**src/rtl/fetch_prefetch_queue.sv**
```systemverilog
// fetch_prefetch_queue: sequential imem fetch into a DEPTH-entry queue, with redirect flush and LAA word routing
module fetch_prefetch_queue #(
  parameter int XLEN = 32,
  parameter int DEPTH = 4,
  parameter logic [XLEN-1:0] RESET_PC = '0,
  parameter logic [6:0] CUST_OPC = 7'b0001011
) (
  input  logic                       clk,
  input  logic                       Rst,
  input  logic                       prog,
  input  logic [XLEN-1:0]            prog_addr,
  input  logic                       redirect,
  input  logic [XLEN-1:0]            redirect_addr,
  input  logic                       stall,
  input  logic                       laa_busy,
  output logic                       imem_en,
  output logic [XLEN-1:0]            imem_addr,
  input  logic [XLEN-1:0]            imem_dout,
  output logic                       ins_valid,
  output logic [XLEN-1:0]            ins,
  output logic [XLEN-1:0]            ins_pc,
  output logic                       laa_valid,
  output logic [XLEN-1:0]            laa_ins,
  output logic [$clog2(DEPTH):0]     q_count
);
  localparam int AW = $clog2(DEPTH);
  logic [XLEN-1:0] pc, req_pc;
  logic inflight;
  logic [XLEN-1:0] q_ins [DEPTH];
  logic [XLEN-1:0] q_pc [DEPTH];
  logic [AW-1:0] rd, wr;
  logic [AW:0] cnt;
  logic issue, show, is_cust, push, pop;
  // inflight counts against capacity so a returning word always has a slot
  assign issue = !Rst && !prog && !redirect && ((cnt + (AW+1)'(inflight)) < (AW+1)'(DEPTH));
  assign show = (cnt != '0) && !prog && !Rst;
  assign is_cust = q_ins[rd][6:0] == CUST_OPC;
  assign ins_valid = show && !is_cust;
  assign laa_valid = show && is_cust;
  assign ins = ins_valid ? q_ins[rd] : '0;
  assign ins_pc = ins_valid ? q_pc[rd] : '0;
  assign laa_ins = laa_valid ? q_ins[rd] : '0;
  assign q_count = cnt;
  assign imem_en = !Rst && (prog || issue);
  assign imem_addr = prog ? prog_addr : pc;
  assign push = inflight && !redirect && !prog;
  assign pop = !redirect && !stall && (ins_valid || (laa_valid && !laa_busy));
  always_ff @(posedge clk) begin
    if (Rst) begin
      pc <= RESET_PC;
      inflight <= 1'b0;
      cnt <= '0;
      rd <= '0;
      wr <= '0;
    end else if (prog || redirect) begin
      pc <= prog ? RESET_PC : {redirect_addr[XLEN-1:2], 2'b00};
      inflight <= 1'b0;
      cnt <= '0;
      rd <= '0;
      wr <= '0;
    end else begin
      inflight <= issue;
      if (issue) begin
        pc <= pc + XLEN'(4);
        req_pc <= pc;
      end
      if (push) begin
        q_ins[wr] <= imem_dout;
        q_pc[wr] <= req_pc;
        wr <= wr + AW'(1);
      end
      if (pop) rd <= rd + AW'(1);
      cnt <= cnt + (AW+1)'(push) - (AW+1)'(pop);
    end
  end
endmodule

```
**config.mk**
```make
export PLATFORM = sky130hd
export DESIGN_NAME = fetch_prefetch_queue
export DESIGN_NICKNAME = d
export VERILOG_FILES = /design/src/rtl/fetch_prefetch_queue.sv
export SDC_FILE = /design/constraint.sdc
export NUM_CORES = 1
export LEC_CHECK = 0
export CAP_MARGIN = 20
export CORE_ASPECT_RATIO = 1.2
export CORE_MARGIN = 1
export CORE_UTILIZATION = 53
export DETAILED_ROUTE_END_ITERATION = 8
export GPL_TIMING_DRIVEN = 0
export MAX_ROUTING_LAYER = met4
export PLACE_DENSITY = 0.8
export SYNTH_ARGS = -nofsm -noshare
export SYNTH_HDL_FRONTEND = slang
export SYNTH_SLANG_ARGS = --single-unit
```
**constraint.sdc**
```tcl
create_clock -name clk -period 5.35 [get_ports clk]
set_input_delay 1.3375 -clock clk [delete_from_list [all_inputs] [get_ports clk]]
set_output_delay 1.3375 -clock clk [all_outputs]
set_load 0.05 [all_outputs]
```
==> summary.md <==
| Metric | Value |
|---|---|
| Post-DRT Antenna Nets | 0 |
| Power Total | 4.973 mW |
| Maximum VDD drop | approximately 0.23 mV |
| Synth cell types | between 60 and 70 |
| Largest area contributor in the netlist | edfxtp_1 |
| Top cells by count, synth | edfxtp_1 (278), and3_1 (65), mux4_2 (62) |
| Setup slack after layout | roughly 0.14 ns |
| Post-synthesis cell count | between 800 and 900 |
| Placed Cells | between 1,000 and 1,500 |
| Initial antenna violation count | 0 |
| Die Y | 175.7 um |
| # diodes | 0 |
| DRT Pass-1 Iters | 4 |
| Clock Latency Late Sink | roughly 0.54 ns |
| Cell with the most instances after synthesis | edfxtp_1 |
| Worst setup EP type | output port |
| Fillers | 1,705 |
| Clock Skew | 0.01164 ns |
| Die Span X | 146.7 um |
| RePlAce Congestion | 0.9125 |
| Total GRT Usage | 25.34% |
| Leading cell types by total area after synthesis | edfxtp_1 (63%), mux4_2 (10%), dfxtp_1 (6.0%) |
| Full die area | 25,780 um2 |
| CTS tree | built |
| Synth Cell Area | ~13,000 um2 |
| Max transition margin | 38.14% |
| Warnings, synthesis | 0 |
| I/O pins | around 240 |
| Post-CTS Hold Fix Bufs | 0 |
| # port buffers | about 230 |
| Ys async rst share | 0% |
| RSZ-0062 raised after global routing | false |
| Total number of vias | 8,463 |
| CP Class | in -> out |
| Leak | 6.176 nW |
| Finished Core Util | 69.16% |
| Post-layout min period | 5.213 ns |
| Clock Tree Buf Depth | 3 |
| Switching share of power | 20.99% |
| Min-Delay Path Class | reg -> reg |
| Multi-input logic area | 3925 um2 |
| Post-synth top area share | around 63% |
| Sequential group share of total power | 54.7% |
| Maximum number of pins on one net before global-route repair | 59 |
| CTS root buffer | clkbuf_16 |
| CTS Sinks | approximately 320 |
| Worst endpoint required time | 4.01 ns |
| First-pass GRT wire length | 47.64 mm |
| Register area | slightly above 9000 um2 |
| Pre-CTS setup slack | -0.5921 ns |
| Layout cells sized above 1 | 14.86% |
| # setup viols final | 0 |
| Via density | 5.869 |
| Initial drt markers | around 570 |
| Arrival time at the worst endpoint | ~3.9 ns |
| Row cnt | 63 |
| Fin crit share | between 90% and 100% |
| Seq cells post-synth | approximately 320 |
| Int Pwr | 3.929 mW |
| Peak Freq | around 190 MHz |
| Vias in the first global route | 8,564 |
| Clock share of power | 39.5% |
| Worst-path fanout max | 10 |
| Syn Area/Cell | between 15 and 20 um2 |
| Pwr per Cell Area | 291.5 nW/um2 |
| CTS Buf Count | 29 |
| Htree depth | 1 |
| Max Slew Vio Count | 0 |
| Hold Vio Cnt, Final | 0 |
| Critical Path Source Type | input pin |
| Core Footprint | 24,670 um2 |
| Comb power frac | 5.8% |
| Setup TNS | 0 ns |
| DRC | 0 |
| Post-DP HPWL | between 20 and 25 mm |
| Post-synth EDFFs | 278 |
| Total grt overflow | 0 |
| Layout net count | 1,205 |
| Area delta synth->final | 28.08% |
| Least-Margin Pin Slew | 0.9270 ns |
| Routed Wire Length | 31.52 mm |
| Seq/Total Area, Yosys | between 60% and 70% |
| Net Sw Power | 1.044 mW |
| Clock transition at the registers of the reported paths | around 0.06 ns |
| Post-DR wirelength/cell | 21.86 um |
| Starting Density | about 54% |
| Fin cells | 1,442 |
| Status | complete, no violations |
| Max-cap violations | 0 |
| Synth Flop Type | edfxtp_1 |
==> flip-flops by register name, summed over array words and instances, names as in the netlist, named ones only <==
| name | count |
|---|---|
| req_pc | 30 |
| rd | 2 |
| q_ins | 128 |
| q_count | 3 |
| q_pc | 120 |
| wr | 2 |
| pc | 30 |
| inflight | 1 |
==> final cells by class <==
class                      instances  share of cell area [%]
clock buffer                      37                   4.429
buffer                            54                   1.511
sequential                       318                   53.62
timing repair buffer             232                   13.89
clock inverter                    16                  0.8580
multi-input combinational        446                   23.00
tap                              325                   2.383
inverter                          14                  0.3080
==> logic make-up (layout without fill, tap and decap cells) <==
logic type               after synthesis  in the layout  synth area share [%]
buffers and inverters                 69            353                 2.329
other                                  1              6               0.02815
AO/OA/AOI/OAI                         93             93                 4.630
flip-flops                           318            318                 68.68
AND/OR/NAND/NOR                      239            240                 10.14
adder cells (fa/ha/maj)                8              8                0.8077
multiplexers                          88             88                 12.66
XOR/XNOR                              11             11                0.7233
==> critical path, cell delays in order <==
cell and delay, ns:
clkdlybuf4s50_1 0.50, or2_2 0.46, nor2_4 0.32, clkbuf_1 0.41
and3_1 0.30, dlygate4sd2_1 0.54
==> path summary, 6_finish.rpt <==
check,start,to,slack (ns),cells after the start
hold / removal,pc[31]$_SDFFE_PP0P_,req_pc[31]$_DFFE_PP_,0.44,0
setup / recovery,prog,ins_pc[16],0.14,6
hold reg to reg,pc[31]$_SDFFE_PP0P_,req_pc[31]$_DFFE_PP_,0.44,0
setup reg to reg,flip-flop,q_count[2]$_SDFF_PP0_,2.24,12
==> power by group through the flow <==
stage	Sequential [mW]	Combinational [mW]	Clock, mW
2_1_floorplan	2.77	0.144	0
3_3_place_gp	2.77	0.281	0
3_5_place_dp	2.77	0.285	0
4_1_cts	2.72	0.288	1.99
5_1_grt	2.72	0.303	2.08
6_report	2.72	0.287	1.97
==> stage by stage <==
step	hold slack, ns	area [um2]
2_1_floorplan	0.4082	13340
3_3_place_gp	0.4192	16010
3_5_place_dp	0.4191	16140
4_1_cts	0.4298	17020
5_1_grt	0.4464	17060
6_report	0.4355	17060
==> placed cells by master (no fill, tap or decap), drive strengths merged, types with 23 or more instances in the layout <==
cell           instances
edfxtp               278
clkdlybuf4s50        169
clkbuf                74
and3                  65
mux4                  62
nand2                 41
dfxtp                 40
dlygate4sd2           38
and2                  35
nor2                  25
mux2                  24
o21ai                 23
buf                   23
==> what timing repair did <==
| action | 4_1_cts | 5_1_grt |
|---|---|---|
| gates resized for setup | 43 | 21 |
| pin swaps | 1 | 0 |
| gates cloned | 1 | 0 |
| setup buffers | 0 | 0 |
| endpoints found under the hold margin | 0 | 0 |
| endpoints found under the setup margin | 84 | 46 |
==> metal layers <==
layer	GRT usage [%]	wire length [um]	vias to the layer above
met1	31.15	12230	4180
met2	43.03	15970	394
met5	-	0	-
li1	-	-	3815
met3	2.623	2126	74
met4	10.59	1190	0
Note: power is estimated with default switching activity, not from simulation.
==> RTL edit 1 (same settings) <==
Set the parameter `XLEN` to 64 (it was 32).
--- a/src/rtl/fetch_prefetch_queue.sv
+++ b/src/rtl/fetch_prefetch_queue.sv
@@ -1,6 +1,6 @@
 // fetch_prefetch_queue: sequential imem fetch into a DEPTH-entry queue, with redirect flush and LAA word routing
 module fetch_prefetch_queue #(
-  parameter int XLEN = 32,
+  parameter int XLEN = 64,
   parameter int DEPTH = 4,
   parameter logic [XLEN-1:0] RESET_PC = '0,
   parameter logic [6:0] CUST_OPC = 7'b0001011
Ports: changed (7 resized); port bits go from 236 to 460. No check against the original RTL was run, so the function may have changed too.
==> RTL edit 1 against the original RTL <==
Power increased by 100%. Wire length increased by 130%. Sequential power rose by 100%. Critical path depth stayed put. Worst setup slack got worse by 0.063 ns. Sequential cell count is 320 higher. Clock skew grew 0.00088 ns. Design area rose by 97%. Area after synthesis grew 98%. Highest routed layer unchanged. Non-clock buffer count rose by 273.
==> RTL edit 1: results (changes against the original RTL) <==
Cells and area
  – Biggest regs: q_ins (256), q_pc (248)
  – Buffer share of cell area: 0.1519 (-0.002108)
  – Footprint of the multi-input gates: 7400 um^2 (+89%)
  – Final nets: 2,345 (+95%)
  – Inverter count: 22 (+8)
  – # diodes: 7 (+7)
  – # fillers: 3,352 (+97%)
  – Clock buf count: 79 (+110%)
  – Multi-input gate count: 860 (+93%)
  – Layout cells sized above 1: 0.1453 (-0.003274)
  – Clock-cell share: 0.05383 (+0.0009541)

Yosys
  – Sequential cell area fraction in the yosys report: 0.7004 (+0.01368)
  – #FFs+latches synth: 638 (+100%)
  – Top cells by area, synth: edfxtp_1, mux4_2, dfxtp_1, nor2b_1, mux2_2
  – Synth unique cells: 61 (-1.6%)
  – Post-synth EDFFs: 566 (+100%)

CTS
  – Total CTS buffers: 58 (+100%)

Min path
  – Hold path startpoint: pc[10]

Global route
  – Total GRT Usage: 0.2998 (+0.04640)
  – Antenna violations before repair: 6 (+6)
  – First-pass GRT wire length: 106.0 mm (+120%)
  – Number of global-route vias before repair: 16,710 (+95%)
  – Met2 usage: 0.4998 (+0.06951)
  – Largest net degree at the start of global routing: 54 (-8.5%)
  – Routing usage on met3: 0.06243 (+0.03620)
  – Met1 track demand over resource: 0.3638 (+0.05233)

Worst setup path
  – Worst Setup SP: redirect
  – Critical path's slowest cell: clkdlybuf4s50_1
  – Data arrival, critical path: 3.94 ns (+0.06 ns)
  – Max incr delay on CP: 0.58 ns (+0.04 ns)

Run status
  – Status: completed

Route
  – Met3 wire length: 5.909 mm (+180%)
  – WL met2: 37.62 mm (+140%)
  – Initial DRC count: 1,380 (+140%)
  – Routed len/inst: 26.07 um (+19%)
  – Via density: 5.903 (+0.58%)

Power and ir drop
  – Power per Cell Area: 297.0 nW/um^2 (+1.9%)
  – Clk pwr share: 0.397 (+0.002)
  – Worst VDD drop: 0.2740 mV (+19%)
  – Comb pwr: 0.558 mW (+94%)
  – P_leak: 11.83 nW (+92%)

Placed design
  – Gpl congestion: 0.9594 (+5.1%)
  – HPWL after DPL: 52.18 mm (+140%)

Timing
  – Tightest Pin Transition: 1.072 ns (+0.1452 ns)
## RTL edit 1: cell count changes in the layout (fill, tap and decap cells not counted), sizes merged, moves of 39 or more
| cell | before | now |
|---|---|---|
| dlygate4sd2 | 38 | 149 |
| o21ai | 23 | 62 |
| mux4 | 62 | 126 |
| nand2 | 41 | 87 |
| clkbuf | 74 | 147 |
| edfxtp | 278 | 566 |
| clkdlybuf4s50 | 169 | 281 |
| nor2b | 3 | 119 |
## RTL edit 1: through the flow
| step | setup WS, ns | area (um^2) | TNS (ns) | instances | hold WS, ns |
|---|---|---|---|---|---|
| 2_1_floorplan | 0.9401 | 26350 | 0 | 1617 | 0.4064 |
| 3_3_place_gp | -1.094 | 31640 | -479.97 | 2703 | 0.4161 |
| 3_5_place_dp | -0.5536 | 31900 | -43.25 | 2712 | 0.4236 |
| 4_1_cts | 0.006740 | 33570 | 0 | 2822 | 0.4392 |
| 5_1_grt | 0.0009406 | 33660 | 0 | 2831 | 0.4608 |
| 6_report | 0.07379 | 33660 | 0 | 2832 | 0.4402 |
## RTL edit 1: worst paths after layout
kind / end / slack [ns] / cells after the start
worst max-delay path: imem_en / 0.07 / 6
worst min-delay path: req_pc[10] / 0.44 / 0
worst max register to register: q_count[2] / 1.67 / 14
worst min register to register: req_pc[10] / 0.44 / 0
## RTL edit 1: logic make-up after synthesis
logic type / after synthesis / share of synthesized area
muxes: 189 / 0.1342
other: 1 / 0.0001425
and+or+nand+nor: 463 / 0.09412
adders and majority gates: 8 / 0.004088
buffers and inverters: 119 / 0.02011
DFF: 638 / 0.7004
xor gates and xnor gates: 23 / 0.007653
AOI/OAI and AO/OA: 171 / 0.03922
## RTL edit 1: what timing repair did
item	4_1_cts	5_1_grt
buffers inserted	2	0
endpoints found under the setup margin	229	38
resized for setup	159	25
pin swaps	1	0
==> RTL edit 2 (config.mk and constraints unchanged) <==
Without the edit above. Register the output `q_count` once more, without a reset; this adds one clock of latency there. The other outputs are not delayed to match.
--- a/src/rtl/fetch_prefetch_queue.sv
+++ b/src/rtl/fetch_prefetch_queue.sv
@@ -40,7 +40,9 @@
   assign ins = ins_valid ? q_ins[rd] : '0;
   assign ins_pc = ins_valid ? q_pc[rd] : '0;
   assign laa_ins = laa_valid ? q_ins[rd] : '0;
-  assign q_count = cnt;
+  always_ff @(posedge clk) begin
+    q_count <= cnt;
+  end
   assign imem_en = !Rst && (prog || issue);
   assign imem_addr = prog ? prog_addr : pc;
   assign push = inflight && !redirect && !prog;
Behaviour: not the same (a bounded check fails within 4 cycles, from zero or initial values and one cycle with Rst high).
==> RTL edit 2 against the original RTL <==
Synthesized cell count rose by 0.36%. Sequential cell count grew 3. Wire length is 0.29% higher. Worst setup slack worse by 0.072 ns. Register-to-register slack improved by 0.04 ns. Power grew 5.0%. Cell count increased by 0.42%. Fmax down 1.4%. Area after synthesis increased by 0.46%. Design area is 1.3% higher.
==> RTL edit 2: results (changes against the original RTL) <==
Run status
  – Status: completed

Worst setup path
  – Flop-to-flop setup slack: 2.28 ns (+0.04 ns)
  – Worst R2R Path Depth: 12 (unchanged)
  – Data arrival, critical path: 3.95 ns (+0.07 ns)
  – FF-to-FF End: cnt[2]
  – Worst-path maximum fanout: 7 (-3)

Yosys
  – Commonest cells in the synthesized netlist: edfxtp_1, and3_1, mux4_2
  – Top cells by area, synth: edfxtp_1, mux4_2, dfxtp_1, and3_1, mux2_2
  – Mapped Avg Cell Area: 16.12 um^2 (about the same)
  – Sequential cell area fraction in the yosys report: 0.6881 (+0.001341)
  – Synth unique cells: 62 (unchanged)

Global route
  – Number of global-route vias before repair: 8,676 (+1.3%)
  – First-pass GRT wire length: 48.61 mm (+2.0%)
  – Total GRT Usage: 0.2555 (+0.002062)

Min path
  – Hold path startpoint: cnt[0]
  – WHS Endpoint: q_count[0]

CTS
  – Total CTS buffers: 30 (+3.4%)
  – Clock latency on the worst-skew pair: 0.54 ns (about the same)
  – Cts repair resizes: 29 (-33%)
  – Postcts setup bufs: 1 (+1)

Placed design
  – Port Buffers: 226 (unchanged)
  – HPWL after DPL: 21.43 mm (-0.31%)
  – Gpl congestion: 0.8930 (-2.1%)
  – Cell count after placement: 1,392 (+0.22%)
  – Post-place setup slack: -0.5532 ns (+0.03890 ns)
  – Placed Area: 16,220 um^2 (+0.44%)

Power and ir drop
  – Worst VDD drop: 0.2091 mV (-9.4%)
  – Power per Cell Area: 302.3 nW/um^2 (+3.7%)
  – Net switching power: 1.057 mW (+1.2%)
  – P_leak: 6.208 nW (+0.51%)
  – Switching share of total power: 0.2023 (-0.007625)

Route
  – Via count: 8,492 (+0.34%)
  – Routed len/inst: 21.83 um (-0.12%)
  – Via density: 5.865 (about the same)
  – 1st-pass router iterations: 5 (+1)
  – Initial DRC count: 642 (+12%)

Timing
  – Hold_ws: 0.4019 ns (-0.03356 ns)
  – Tightest Pin Transition: 0.9706 ns (+0.04366 ns)
  – Skew final: 0.01273 ns (+0.001088 ns)

Cells and area
  – Layout cells sized above 1: 0.1532 (+0.004549)
  – # diodes: 0 (unchanged)
  – Final nets: 1,209 (+0.33%)
-- RTL edit 2: changes by cell type in the layout (fill, tap and decap cells not counted), sizes merged, moves of 2 or more --
cell	change
clkdlybuf4s50	+15
dlygate4sd2	-14
bufinv	+3
dfxtp	+3
clkinv	-2
-- RTL edit 2: routing by layer --
metal / track usage / wire length [um] / vias up
met2: 0.4233 / 15730 / 407
li1: - / - / 3837
met4: 0.09235 / 1031 / 0
met5: - / 0 / -
met3: 0.03850 / 2276 / 72
met1: 0.3217 / 12570 / 4176
-- RTL edit 2: critical path, cell delays in order --
cell and delay, ns:
clkdlybuf4s50_1 0.49, nor2_1 0.53, nand2_1 0.40, nor2_4 0.21, nor2_1 0.06, nor2_1 0.10, clkdlybuf4s50_1 0.82
-- RTL edit 2: logic make-up (layout without fill, tap and decap cells) --
group,Yosys count,count (layout),share of synthesized area
simple gates,239,240,0.1010
fa+ha+maj,8,8,0.008040
compound gates,93,93,0.04609
buf+inv,69,356,0.02328
mux,88,88,0.1260
xor+xnor,11,11,0.007200
other cells,1,6,0.0002802
flops,321,321,0.6881
-- RTL edit 2: final cells by class --
cell class                      instances  share of cell area
Sequential cell                       321              0.5329
Multi-Input combinational cell        446              0.2270
Timing Repair Buffer                  233              0.1390
Clock buffer                           38             0.04699
Tap cell                              325             0.02353
Buffer                                 53             0.01477
Clock inverter                         18             0.01281
Inverter                               14            0.003041
-- RTL edit 2: worst max-delay path by stage --
stage                   end  slack, ns  startpoint  depth (start not counted)
3_5_place_dp        imem_en      -0.55        prog                          7
6_report            imem_en       0.06        prog                          7
5_1_grt             imem_en      -0.04        prog                          7
3_3_place_gp   q_ins[3][27]      -1.08         Rst                          4
4_1_cts             ins[15]       0.04         Rst                          6
2_1_floorplan       imem_en       0.47    redirect                          6
